$ cat src/rtl/sev_seg_display.sv
// Time-of-day driver for six seven-segment digits: decodes DS1302 packed-BCD
// hour/minute/second bytes into registered active-low segment patterns.

module seg_decoder (
    input  logic [3:0] i_nib,
    output logic [6:0] o_seg_c
);

    // Active-low segments; bit0 = a ... bit6 = g. Non-BCD nibbles show a dash.
    always_comb begin
        o_seg_c = 7'b0111111;
        case (i_nib)
            4'd0:    o_seg_c = 7'b1000000;
            4'd1:    o_seg_c = 7'b1111001;
            4'd2:    o_seg_c = 7'b0100100;
            4'd3:    o_seg_c = 7'b0110000;
            4'd4:    o_seg_c = 7'b0011001;
            4'd5:    o_seg_c = 7'b0010010;
            4'd6:    o_seg_c = 7'b0000010;
            4'd7:    o_seg_c = 7'b1111000;
            4'd8:    o_seg_c = 7'b0000000;
            4'd9:    o_seg_c = 7'b0010000;
            default: o_seg_c = 7'b0111111;
        endcase
    end

endmodule

module sev_seg_display (
    input  logic       clk,
    input  logic       rst,
    input  logic [7:0] hr,
    input  logic [7:0] min,
    input  logic [7:0] sec,
    output logic [6:0] HEX [0:5]
);

    localparam int unsigned NUM_DIGITS = 6;
    localparam int unsigned SEG_W      = 7;

    logic [3:0]       w_nib [0:NUM_DIGITS-1];
    logic [SEG_W-1:0] w_seg [0:NUM_DIGITS-1];
    logic             w_unused_bits;

    // Clock-halt, minute bit7 and hour bit6 carry no display information.
    assign w_unused_bits = ^{hr[6], min[7], sec[7]};

    assign w_nib[0] = sec[3:0];
    assign w_nib[1] = {1'b0, sec[6:4]};
    assign w_nib[2] = min[3:0];
    assign w_nib[3] = {1'b0, min[6:4]};
    assign w_nib[4] = hr[3:0];
    // 12-hour mode reuses bit5 as AM/PM, so only bit4 is the tens digit.
    assign w_nib[5] = hr[7] ? {3'b000, hr[4]} : {2'b00, hr[5:4]};

    for (genvar g = 0; g < NUM_DIGITS; g++) begin : g_digit
        seg_decoder u_dec (
            .i_nib  (w_nib[g]),
            .o_seg_c(w_seg[g])
        );

        always_ff @(posedge clk) begin
            if (rst) begin
                HEX[g] <= {SEG_W{1'b1}};
            end else begin
                HEX[g] <= w_seg[g];
            end
        end
    end

endmodule

$ cat config.mk
export PLATFORM = sky130hd
export DESIGN_NAME = sev_seg_display
export DESIGN_NICKNAME = d
export VERILOG_FILES = /design/src/rtl/sev_seg_display.sv
export SDC_FILE = /design/constraint.sdc
export NUM_CORES = 1
export LEC_CHECK = 0
export BUFFER_PORTS_ARGS = -buffer_cell sky130_fd_sc_hd__buf_2
export CORE_MARGIN = 3
export CORE_UTILIZATION = 53
export CTS_BUF_LIST = sky130_fd_sc_hd__clkbuf_16
export DETAILED_ROUTE_END_ITERATION = 6
export GPL_TIMING_DRIVEN = 1
export PLACE_DENSITY = 0.92
export SLEW_MARGIN = 25
export SYNTH_ARGS = -nofsm -noshare
export SYNTH_HDL_FRONTEND = slang
export SYNTH_SLANG_ARGS = --single-unit
export TNS_END_PERCENT = 10
$ cat constraint.sdc
create_clock -name clk -period 1.55 [get_ports clk]
set_input_delay 0.2325 -clock clk [delete_from_list [all_inputs] [get_ports clk]]
set_output_delay 0.2325 -clock clk [all_outputs]
set_load 0.01 [all_outputs]
==> implementation parameters, run 1 <==
Parameter                              Value

Cells and area
  Proportion of layout cells with a drive suffix above 1 ... 0.306
  Net count reported at finish ... 308
  Final-layout fill cell count ... 246
  Largest registers in the final layout ... HEX (41)
  Final standard cell area without fillers ... 0.00235 mm^2
  Ant diodes ... 0
  Max FFs per register ... 41
  Area added between synthesis and finish ... 23.4%
  Register name with the most flops ... HEX

Setup path
  Worst-path cell with the longest stage delay ... sky130_fd_sc_hd__a211oi_2
  Number of buffer and inverter instances along the worst setup path ... 2
  Top fanout value on the critical path ... 6
  Critical Path End Type ... flop
  Required time at the worst-slack endpoint ... 1.70 ns
  Worst path cell trace ... buf_2 -> inv_1 -> ha_1 -> or2_0 -> a211oi_2 -> nor2_1
  Critical Path Start Type ... primary input
  Top Family by Delay on Critical Path ... simple AND/OR/NAND/NOR gates
  Critical path type ... primary input to flop
  Maximum cell stage delay along the critical path ... 0.29 ns
  Data arrival time of the critical path ... 1.20 ns

Synth
  Number of nets in the synthesized netlist ... 249
  Count of unique library cells instantiated by Yosys ... 30
  Area leader, netlist ... sky130_fd_sc_hd__dfxtp_1
  Mean instance size in the synthesized netlist ... ~9.6 um^2
  Portion of the post-synthesis area used by sequential elements ... 0.432
  Post-synthesis sequential element count ... 41
  Yosys synthesis warning count ... 0
  Cell count after synthesis ... 198
  Yosys top cell area share ... 0.432
  Leading cell types by total area after synthesis ... sky130_fd_sc_hd__dfxtp_1, sky130_fd_sc_hd__ha_1, sky130_fd_sc_hd__nand2b_1, sky130_fd_sc_hd__nor2_1, sky130_fd_sc_hd__o21ai_1
  Cell area after synthesis ... 0.00190 mm^2

Timing
  Pin slew with the least headroom to its limit ... 0.673 ns
  Setup TNS ... 0 ns
  Final hold vios ... 0
  Number of max-slew violations in the final report ... 0
  Worst slew margin relative to its limit ... 0.551
  Unrepaired setup endpoints after global routing ... false
  Final clock period utilization by the worst path ... 0.679
  Highest achievable clock rate ... 950 MHz
  Post-layout min period ... roughly 1.1 ns
  Final setup violation count ... 0

Routing
  Post-route antenna net violation count ... 0
  Residual DRC count ... 0
  Number of DRC markers in iteration 0 ... between 150 and 200
  Number of search-and-repair iterations in the first detailed-routing pass ... 4
  Average wire per cell in the routed design ... about 11 um
  Drt via density ... a little under 5
  Vias ... around 1500
  Post-Route WL ... 3.46 mm

CTS
  Number of instances resized during post-cts repair ... 0
  Clock Tree Buf Depth ... 2
  Clock tree from TritonCTS ... built
  Clock slew seen by the registers of the worst setup and hold paths ... approximately 0.060 ns
  Sinks on the clock net ... 41
  Number of buffers inserted by post-CTS setup repair ... 0
  Cts bufs inserted ... 5
  Root buffer cell ... sky130_fd_sc_hd__clkbuf_16
  Hold buffers post-CTS ... 0
  H-tree depth reported by CTS ... 2

Power and ir drop
  Internal power summed over all cells ... 1.87 mW
  Part of the total power dissipated in the clock network ... 0.386
  Part of the total power dissipated in combinational logic ... 0.150
  Total power density per cell area ... 1050 mW/mm^2
  Portion of total power attributed to sequential cells ... 0.464
  Leakage Power ... between 1 and 1.5 nW
  Power dissipated by switching net loads ... 0.596 mW
  Largest voltage drop on the vdd net ... approximately 0.69 mV
  Switching part of the total ... 0.242

Floorplan
  Placement row count ... 21
  Total die area ... 0.00434 mm^2
  Initial Utilization ... 0.561
  X dimension of the die ... 65.9 um
  Total core area ... 0.00339 mm^2
  Number of ports placed on the die boundary ... 68
  Vertical extent of the die ... 65.9 um

Place
  Total placed instance area ... 0.00221 mm^2
  DP Wirelength ... 2.50 mm
  Count of input and output buffers ... 64
  Placer Congestion ... approximately 0.81

Flow run
  Maximum Capacitance Violations ... 0

Global routing
  Global route overflow ... 0
  Via count of the first global-routing pass ... 1431
  Total track usage ... 0.179
  Pin count of the biggest net entering global routing ... 42
  Global-route wire length before repair ... 6.04 mm
  Number of antenna violations at the first check in global routing ... 0

Worst hold path
  Hold Crit Class ... primary input to flop

Run status
  Outcome ... complete, no violations
-- logic make-up (layout without fill, tap and decap cells) --
logic type,count (synthesis),in the layout,synth area share
muxes,2,2,0.0105
DFF,41,41,0.432
AOI/OAI and AO/OA,51,51,0.172
and+or+nand+nor,52,52,0.153
buffers and inverters,27,87,0.0678
adders and majority gates,25,25,0.164
-- cell usage after synthesis --
cell type                   n
sky130_fd_sc_hd__or2_0      2
sky130_fd_sc_hd__a21oi_2    2
sky130_fd_sc_hd__dfxtp_1   41
sky130_fd_sc_hd__ha_1      25
sky130_fd_sc_hd__mux2i_1    2
sky130_fd_sc_hd__clkbuf_1   1
sky130_fd_sc_hd__a211o_1    2
sky130_fd_sc_hd__nor2_1    16
sky130_fd_sc_hd__buf_6      1
sky130_fd_sc_hd__buf_2      7
sky130_fd_sc_hd__inv_2      1
sky130_fd_sc_hd__a211oi_2   2
sky130_fd_sc_hd__o21a_1     3
sky130_fd_sc_hd__a32oi_1    1
sky130_fd_sc_hd__nor4bb_1   3
sky130_fd_sc_hd__o22ai_1    3
sky130_fd_sc_hd__nand2_1    7
sky130_fd_sc_hd__or2_2      1
sky130_fd_sc_hd__o21ai_0    6
sky130_fd_sc_hd__nor4b_1    3
sky130_fd_sc_hd__nor2b_1    4
sky130_fd_sc_hd__a21oi_1   10
sky130_fd_sc_hd__or2_1      1
sky130_fd_sc_hd__buf_4      3
sky130_fd_sc_hd__nand2b_2   2
sky130_fd_sc_hd__o21ai_1   11
sky130_fd_sc_hd__o21bai_1   7
sky130_fd_sc_hd__inv_1     14
sky130_fd_sc_hd__a21o_1     4
sky130_fd_sc_hd__nand2b_1  13
-- layout by cell type, fill, tap and decap left out, drive strengths merged, types with 3 or more instances in the layout --
cell type  count
nand2          7
nor4b          3
clkbuf         5
o21a           3
a21oi         12
inv           16
nor2          16
nor4bb         3
o21bai         7
or2            4
o21ai         17
o22ai          3
buf           64
ha            25
dfxtp         41
nor2b          4
a21o           4
nand2b        15
-- layer usage --
layer / share of wire / track usage / vias up
met3: 0.063 / 0.0561 / 2
met4: 0.0087 / 0.0674 / 0
met5: 0 / 0 / -
met1: 0.42 / 0.201 / 670
li1: - / - / 771
met2: 0.51 / 0.314 / 50
-- stage by stage --
step	hold slack (ns)	power (mW)	utilization	std cells	setup WS, ns
after global placement	0.451	1.52	0.651	296	0.296
final	0.170	2.47	0.692	304	0.498
after global routing	0.174	2.59	0.692	304	0.430
after detailed placement	0.455	1.54	0.651	296	0.246
after CTS	0.163	2.49	0.692	304	0.501
after floorplan	0.260	1.40	-	198	0.498
-- final cells by class --
type | instances | area [um^2] | area share
Clock inverter | 3 | 13.8 | 0.00587
Multi-Input combinational cell | 130 | 952 | 0.406
Inverter | 15 | 56.3 | 0.0240
Tap cell | 46 | 57.6 | 0.0245
Timing Repair Buffer | 64 | 320 | 0.137
Clock buffer | 5 | 125 | 0.0533
Sequential cell | 41 | 821 | 0.350
-- power by group through the flow --
stage | combinational (mW) | clock [mW] | sequential (mW)
2_1_floorplan | 0.189 | 0 | 1.21
3_3_place_gp | 0.357 | 0 | 1.16
3_5_place_dp | 0.368 | 0 | 1.17
4_1_cts | 0.372 | 0.975 | 1.14
5_1_grt | 0.420 | 1.01 | 1.15
6_report | 0.369 | 0.952 | 1.14
-- path summary, 6_finish.rpt --
kind	startpoint	endpoint	slack, ns	depth (start not counted)
hold / removal	hr[4]	HEX[2]	0.17	2
setup / recovery	sec[1]	HEX[35]	0.50	6
No activity file was read; power rests on OpenSTA's default activity.
==> run 2, diff against run 1 <==
- CORE_UTILIZATION: 53 -> 49
- PLACE_DENSITY: 0.92 -> 0.87
- clock period: 1.55 -> 1.05 ns (I/O delays scaled with it)
==> run 2 against run 1 <==
Net effect:
- clock power up 76%
- critical path depth fell by 5
- worst hold slack worse by 0.080 ns
- setup slack got worse by 0.34 ns
- via count up 2.3%
- combinational power increased by 62%
- wire length up 2.4%
- largest power group unchanged
==> implementation parameters, run 2 (same netlist as run 1, synthesis figures left out) <==
Parameter                              Value

Run status
  Outcome ... complete, no violations (unchanged)

Power and ir drop
  Power dissipated by switching net loads ... 0.912 mW (was 0.596 mW)
  Internal power summed over all cells ... 3.05 mW (was 1.87 mW)
  Part of the total power dissipated in combinational logic ... 0.151 (was 0.150)
  Leakage Power ... 1.21 nW (was 1.12 nW)
  Switching part of the total ... 0.230 (was 0.242)
  Largest voltage drop on the vdd net ... 0.920 mV (was 0.685 mV)
  Portion of total power attributed to sequential cells ... 0.426 (was 0.464)
  Total power density per cell area ... 1580 mW/mm^2 (was 1050 mW/mm^2)
  Part of the total power dissipated in the clock network ... 0.424 (was 0.386)

Cells and area
  Ant diodes ... 0 (unchanged)
  Register name with the most flops ... HEX (unchanged)
  Proportion of layout cells with a drive suffix above 1 ... 0.344 (was 0.306)
  Area added between synthesis and finish ... 32.2% (was 23.4%)
  Leading cell type in the layout, fill and taps excluded ... sky130_fd_sc_hd__buf_2 (unchanged)
  Net count reported at finish ... 323 (was 308)
  Layout Utilization ... 0.681 (was 0.692)
  Filler-free cell count of the finished design ... 321 (was 304)
  Most frequent cells in the layout ... sky130_fd_sc_hd__buf_2, sky130_fd_sc_hd__dfxtp_1, sky130_fd_sc_hd__ha_1 (unchanged)
  Largest registers in the final layout ... HEX (41) (unchanged)
  Max FFs per register ... 41 (unchanged)

Setup path
  Number of buffer and inverter instances along the worst setup path ... 1 (was 2)
  Critical Path End Type ... output pin (was flop)
  Top Family by Delay on Critical Path ... flip-flops (was simple AND/OR/NAND/NOR gates)
  Worst-path cell with the longest stage delay ... sky130_fd_sc_hd__dfxtp_1 (was sky130_fd_sc_hd__a211oi_2)
  Maximum cell stage delay along the critical path ... 0.33 ns (was 0.29 ns)
  Origin of the worst setup path ... HEX[3] (was sec[1])
  Top fanout value on the critical path ... 2 (was 6)
  Required time at the worst-slack endpoint ... 0.89 ns (was 1.70 ns)
  Worst path cell trace ... buf_2 (was buf_2 -> inv_1 -> ha_1 -> or2_0 -> a211oi_2 -> nor2_1)
  Critical path type ... flop to output pin (was primary input to flop)
  Data arrival time of the critical path ... 0.74 ns (was 1.20 ns)
  Critical Path Start Type ... flop (was primary input)

Routing
  Vias ... 1527 (was 1493)
  Average wire per cell in the routed design ... 11.0 um (was 11.4 um)
  Number of search-and-repair iterations in the first detailed-routing pass ... 4 (unchanged)
  Number of DRC markers in iteration 0 ... 66 (was 163)
  Post-Route WL ... 3.54 mm (was 3.46 mm)
  Drt via density ... 4.76 (was 4.91)
  Residual DRC count ... 0 (unchanged)
  Post-route antenna net violation count ... 0 (unchanged)

Timing
  Highest achievable clock rate ... 1120 MHz
  Pin slew with the least headroom to its limit ... 0.265 ns (was 0.673 ns)
  Final clock period utilization by the worst path ... 0.854
  Final setup violation count ... 0 (unchanged)
  Final hold vios ... 0 (unchanged)
  Post-layout min period ... ~0.9 ns
  Unrepaired setup endpoints after global routing ... false (unchanged)
  Number of max-slew violations in the final report ... 0 (unchanged)
  Worst slew margin relative to its limit ... 0.821 (was 0.551)

CTS
  Clock Tree Buf Depth ... 2 (unchanged)
  Root buffer cell ... sky130_fd_sc_hd__clkbuf_16 (unchanged)
  Clock slew seen by the registers of the worst setup and hold paths ... 0.06 ns (about the same)
  Sinks on the clock net ... 41 (unchanged)
  Number of buffers inserted by post-CTS setup repair ... 0 (unchanged)
  Hold buffers post-CTS ... 0 (unchanged)
  H-tree depth reported by CTS ... 2 (unchanged)
  Cts bufs inserted ... 5 (unchanged)
  Clock tree from TritonCTS ... built (unchanged)
  Number of instances resized during post-cts repair ... 0 (unchanged)

Floorplan
  Vertical extent of the die ... 68.3 um (was 65.9 um)
  Total die area ... 0.00466 mm^2 (was 0.00434 mm^2)
  Number of ports placed on the die boundary ... 68 (unchanged)
  Placement row count ... 22 (was 21)
  X dimension of the die ... 68.3 um (was 65.9 um)
  Total core area ... 0.00369 mm^2 (was 0.00339 mm^2)
  Initial Utilization ... 0.516 (was 0.561)

Place
  DP Wirelength ... 2.74 mm (was 2.50 mm)
  Cell count after placement ... 313 (was 296)
  Placer Congestion ... 0.791 (was 0.805)
  Count of input and output buffers ... 64 (unchanged)

Flow run
  Maximum Capacitance Violations ... 0 (unchanged)

Global routing
  Total track usage ... 0.162 (was 0.179)
  Via count of the first global-routing pass ... 1379 (was 1431)
  Global-route wire length before repair ... 5.66 mm (was 6.04 mm)
  Number of antenna violations at the first check in global routing ... 0 (unchanged)
  Global route overflow ... 0 (unchanged)
  Pin count of the biggest net entering global routing ... 18 (was 42)

Worst hold path
  Min-Delay Startpoint ... hr[4] (unchanged)
  Hold Crit Class ... primary input to flop (unchanged)
==> run 2: layout make-up <==
type,instances,area (um^2)
clock buffer,5,125
clock inverter,3,41.3
fill,306,1170
inverter,15,56.3
multi-input combinational,130,952
sequential,41,821
tap,48,60.1
timing repair buffer,79,458
==> run 2: path summary, 6_finish.rpt <==
check             cells after the start  endpoint  slack [ns]
setup / recovery                      1    HEX[0]        0.15
hold / removal                        2    HEX[2]        0.09
==> run 2: through the flow <==
step / total power, mW / setup TNS [ns] / area, um^2 / setup slack [ns] / hold slack, ns
after floorplan: 2.07 / 0 / 1900 / 0.0731 / 0.185
after global placement: 2.30 / -0.217 / 2350 / -0.0551 / 0.382
after detailed placement: 2.33 / -0.531 / 2350 / -0.126 / 0.382
after CTS: 4.02 / 0 / 2510 / 0.135 / 0.0859
after global routing: 4.17 / 0 / 2510 / 0.0887 / 0.0985
final: 3.97 / 0 / 2510 / 0.154 / 0.0896
==> run 2: per-layer routing <==
layer	share of wire	track usage	wire length, um
met4	0.014	0.0868	50
met5	0	0	0
met3	0.047	0.0443	165
met1	0.43	0.183	1520
met2	0.51	0.276	1810
==> run 2: power by group through the flow <==
stage,logic (mW),clock network (mW),registers (mW)
after global placement,0.582,0,1.72
after global routing,0.672,1.79,1.70
final,0.597,1.68,1.69
after CTS,0.605,1.73,1.69
after detailed placement,0.601,0,1.72
after floorplan,0.280,0,1.79
==> run 3, diff against run 2 <==
- PLACE_DENSITY: 0.87 -> 0.81
==> run 3 against run 2 <==
Net effect:
- cell count increased by 0.31%
- first-iteration DRC count increased by 39%
- via count decreased by 0.85%
- clock power decreased by 19%
- critical path type unchanged
- largest power group unchanged
==> implementation parameters, run 3 (same netlist as run 1, synthesis figures left out) <==
Parameter                              Value

Run status
  Outcome ... complete, no violations (unchanged)

Floorplan
  Initial Utilization ... 0.516 (unchanged)
  Number of ports placed on the die boundary ... 68 (unchanged)
  Total core area ... 0.00369 mm^2 (unchanged)
  Total die area ... 0.00466 mm^2 (unchanged)
  Placement row count ... 22 (unchanged)
  X dimension of the die ... 68.3 um (unchanged)
  Vertical extent of the die ... 68.3 um (unchanged)

Cells and area
  Proportion of layout cells with a drive suffix above 1 ... 0.343 (was 0.344)
  Most frequent cells in the layout ... sky130_fd_sc_hd__buf_2, sky130_fd_sc_hd__dfxtp_1, sky130_fd_sc_hd__ha_1 (unchanged)
  Max FFs per register ... 41 (unchanged)
  Largest registers in the final layout ... HEX (41) (unchanged)
  Area added between synthesis and finish ... 31.2% (was 32.2%)
  Leading cell type in the layout, fill and taps excluded ... sky130_fd_sc_hd__buf_2 (unchanged)
  Ant diodes ... 0 (unchanged)
  Filler-free cell count of the finished design ... 322 (was 321)
  Register name with the most flops ... HEX (unchanged)
  Net count reported at finish ... 325 (was 323)

Global routing
  Met3 usage in global routing ... 0.0427 (was 0.0443)
  Number of antenna violations at the first check in global routing ... 0 (unchanged)
  Global routing met1 resource utilization ... 0.192 (was 0.183)
  Via count of the first global-routing pass ... 1377 (was 1379)
  Pin count of the biggest net entering global routing ... 22 (was 18)
  Total track usage ... 0.168 (was 0.162)
  Global route hottest layer ... met2 (unchanged)
  Global route overflow ... 0 (unchanged)
  Met2 track demand over resource ... 0.298 (was 0.276)
  Global-route wire length before repair ... 5.92 mm (was 5.66 mm)

CTS
  Root buffer cell ... sky130_fd_sc_hd__clkbuf_16 (unchanged)
  H-tree depth reported by CTS ... 2 (unchanged)
  Hold buffers post-CTS ... 0 (unchanged)
  Clock Tree Buf Depth ... 2 (unchanged)
  Clock slew seen by the registers of the worst setup and hold paths ... 0.05 ns (was 0.06 ns)
  Cts bufs inserted ... 5 (unchanged)
  Number of instances resized during post-cts repair ... 0 (unchanged)
  Sinks on the clock net ... 41 (unchanged)
  Clock tree from TritonCTS ... built (unchanged)
  Number of buffers inserted by post-CTS setup repair ... 0 (unchanged)

Setup path
  Critical path type ... flop to output pin (unchanged)
  Critical Path End Type ... output pin (unchanged)
  Number of buffer and inverter instances along the worst setup path ... 1 (unchanged)
  Top Family by Delay on Critical Path ... flip-flops (unchanged)
  Maximum cell stage delay along the critical path ... 0.32 ns (was 0.33 ns)
  Top fanout value on the critical path ... 2 (unchanged)
  Worst path cell trace ... buf_2 (unchanged)
  Required time at the worst-slack endpoint ... 0.89 ns (about the same)
  Critical Path Start Type ... flop (unchanged)
  Worst-path cell with the longest stage delay ... sky130_fd_sc_hd__dfxtp_1 (unchanged)
  Data arrival time of the critical path ... 0.73 ns (was 0.74 ns)

Power and ir drop
  Total power density per cell area ... 1470 mW/mm^2 (was 1580 mW/mm^2)
  Largest voltage drop on the vdd net ... 0.972 mV (was 0.920 mV)
  Leakage Power ... 1.21 nW (about the same)

Routing
  Average wire per cell in the routed design ... 11.2 um (was 11.0 um)
  Number of search-and-repair iterations in the first detailed-routing pass ... 4 (unchanged)
  Residual DRC count ... 0 (unchanged)
  Vias ... 1514 (was 1527)
  Post-Route WL ... 3.60 mm (was 3.54 mm)
  Number of DRC markers in iteration 0 ... 92 (was 66)
  Drt via density ... 4.70 (was 4.76)
  Post-route antenna net violation count ... 0 (unchanged)

Timing
  Setup TNS ... 0 ns (unchanged)
  Final setup violation count ... 0 (unchanged)
  Final clock period utilization by the worst path ... 0.842 (was 0.854)
  Setup ws final ... 0.165 ns (was 0.154 ns)
  Unrepaired setup endpoints after global routing ... false (unchanged)
  Final hold slack ... 0.101 ns (was 0.0896 ns)
  Number of max-slew violations in the final report ... 0 (unchanged)
  Worst slew margin relative to its limit ... 0.813 (was 0.821)
  Pin slew with the least headroom to its limit ... 0.276 ns (was 0.265 ns)
  Final hold vios ... 0 (unchanged)
  Post-layout min period ... 0.885 ns (was 0.896 ns)
  Highest achievable clock rate ... 1130 MHz (was 1120 MHz)

Place
  Placer Congestion ... 0.816 (was 0.791)
  Place WS ... -0.103 ns (was -0.126 ns)
  Cell count after placement ... 315 (was 313)
  Count of input and output buffers ... 64 (unchanged)
  DP Wirelength ... 2.75 mm (was 2.74 mm)

Worst hold path
  Hold Crit Class ... primary input to flop (unchanged)

Flow run
  Maximum Capacitance Violations ... 0 (unchanged)
[run 3: cell types whose count changed in the layout (fill, tap and decap cells not counted), sizes merged]
cell / delta
clkinvlp: -1
buf: +2
inv: +1
bufinv: -1
[run 3: report_power, final]
part / switching, mW / leakage (nW) / internal [mW]
sequential: 0.0247 / 0.343 / 1.67
combinational: 0.321 / 0.798 / 0.284
clock: 0.513 / 0.0685 / 0.847
[run 3: final timing paths]
path,from,endpoint,slack (ns),depth (start not counted)
min,hr[4],HEX[2],0.10,2
max,HEX[3],HEX[0],0.17,1
[run 3: cell type report]
| class | count | area (um^2) |
|---|---|---|
| Clock inverter | 2 | 7.51 |
| Tap cell | 48 | 60.1 |
| Inverter | 15 | 56.3 |
| Sequential cell | 41 | 821 |
| Timing Repair Buffer | 81 | 473 |
| Multi-Input combinational cell | 130 | 952 |
| Clock buffer | 5 | 125 |
| Fill cell | 325 | 1190 |
[run 3: stage by stage]
stage	utilization	cell area (um^2)	power, mW
2_1_floorplan	-	1900	2.07
3_3_place_gp	0.640	2360	2.31
3_5_place_dp	0.640	2360	2.33
4_1_cts	0.676	2490	3.71
5_1_grt	0.676	2490	3.84
6_report	0.676	2490	3.66
[run 3: metal layers]
layer	wire (um)	part of all wire
met1	1520	0.42
met2	1820	0.51
met3	202	0.056
met4	54	0.015
met5	0	0
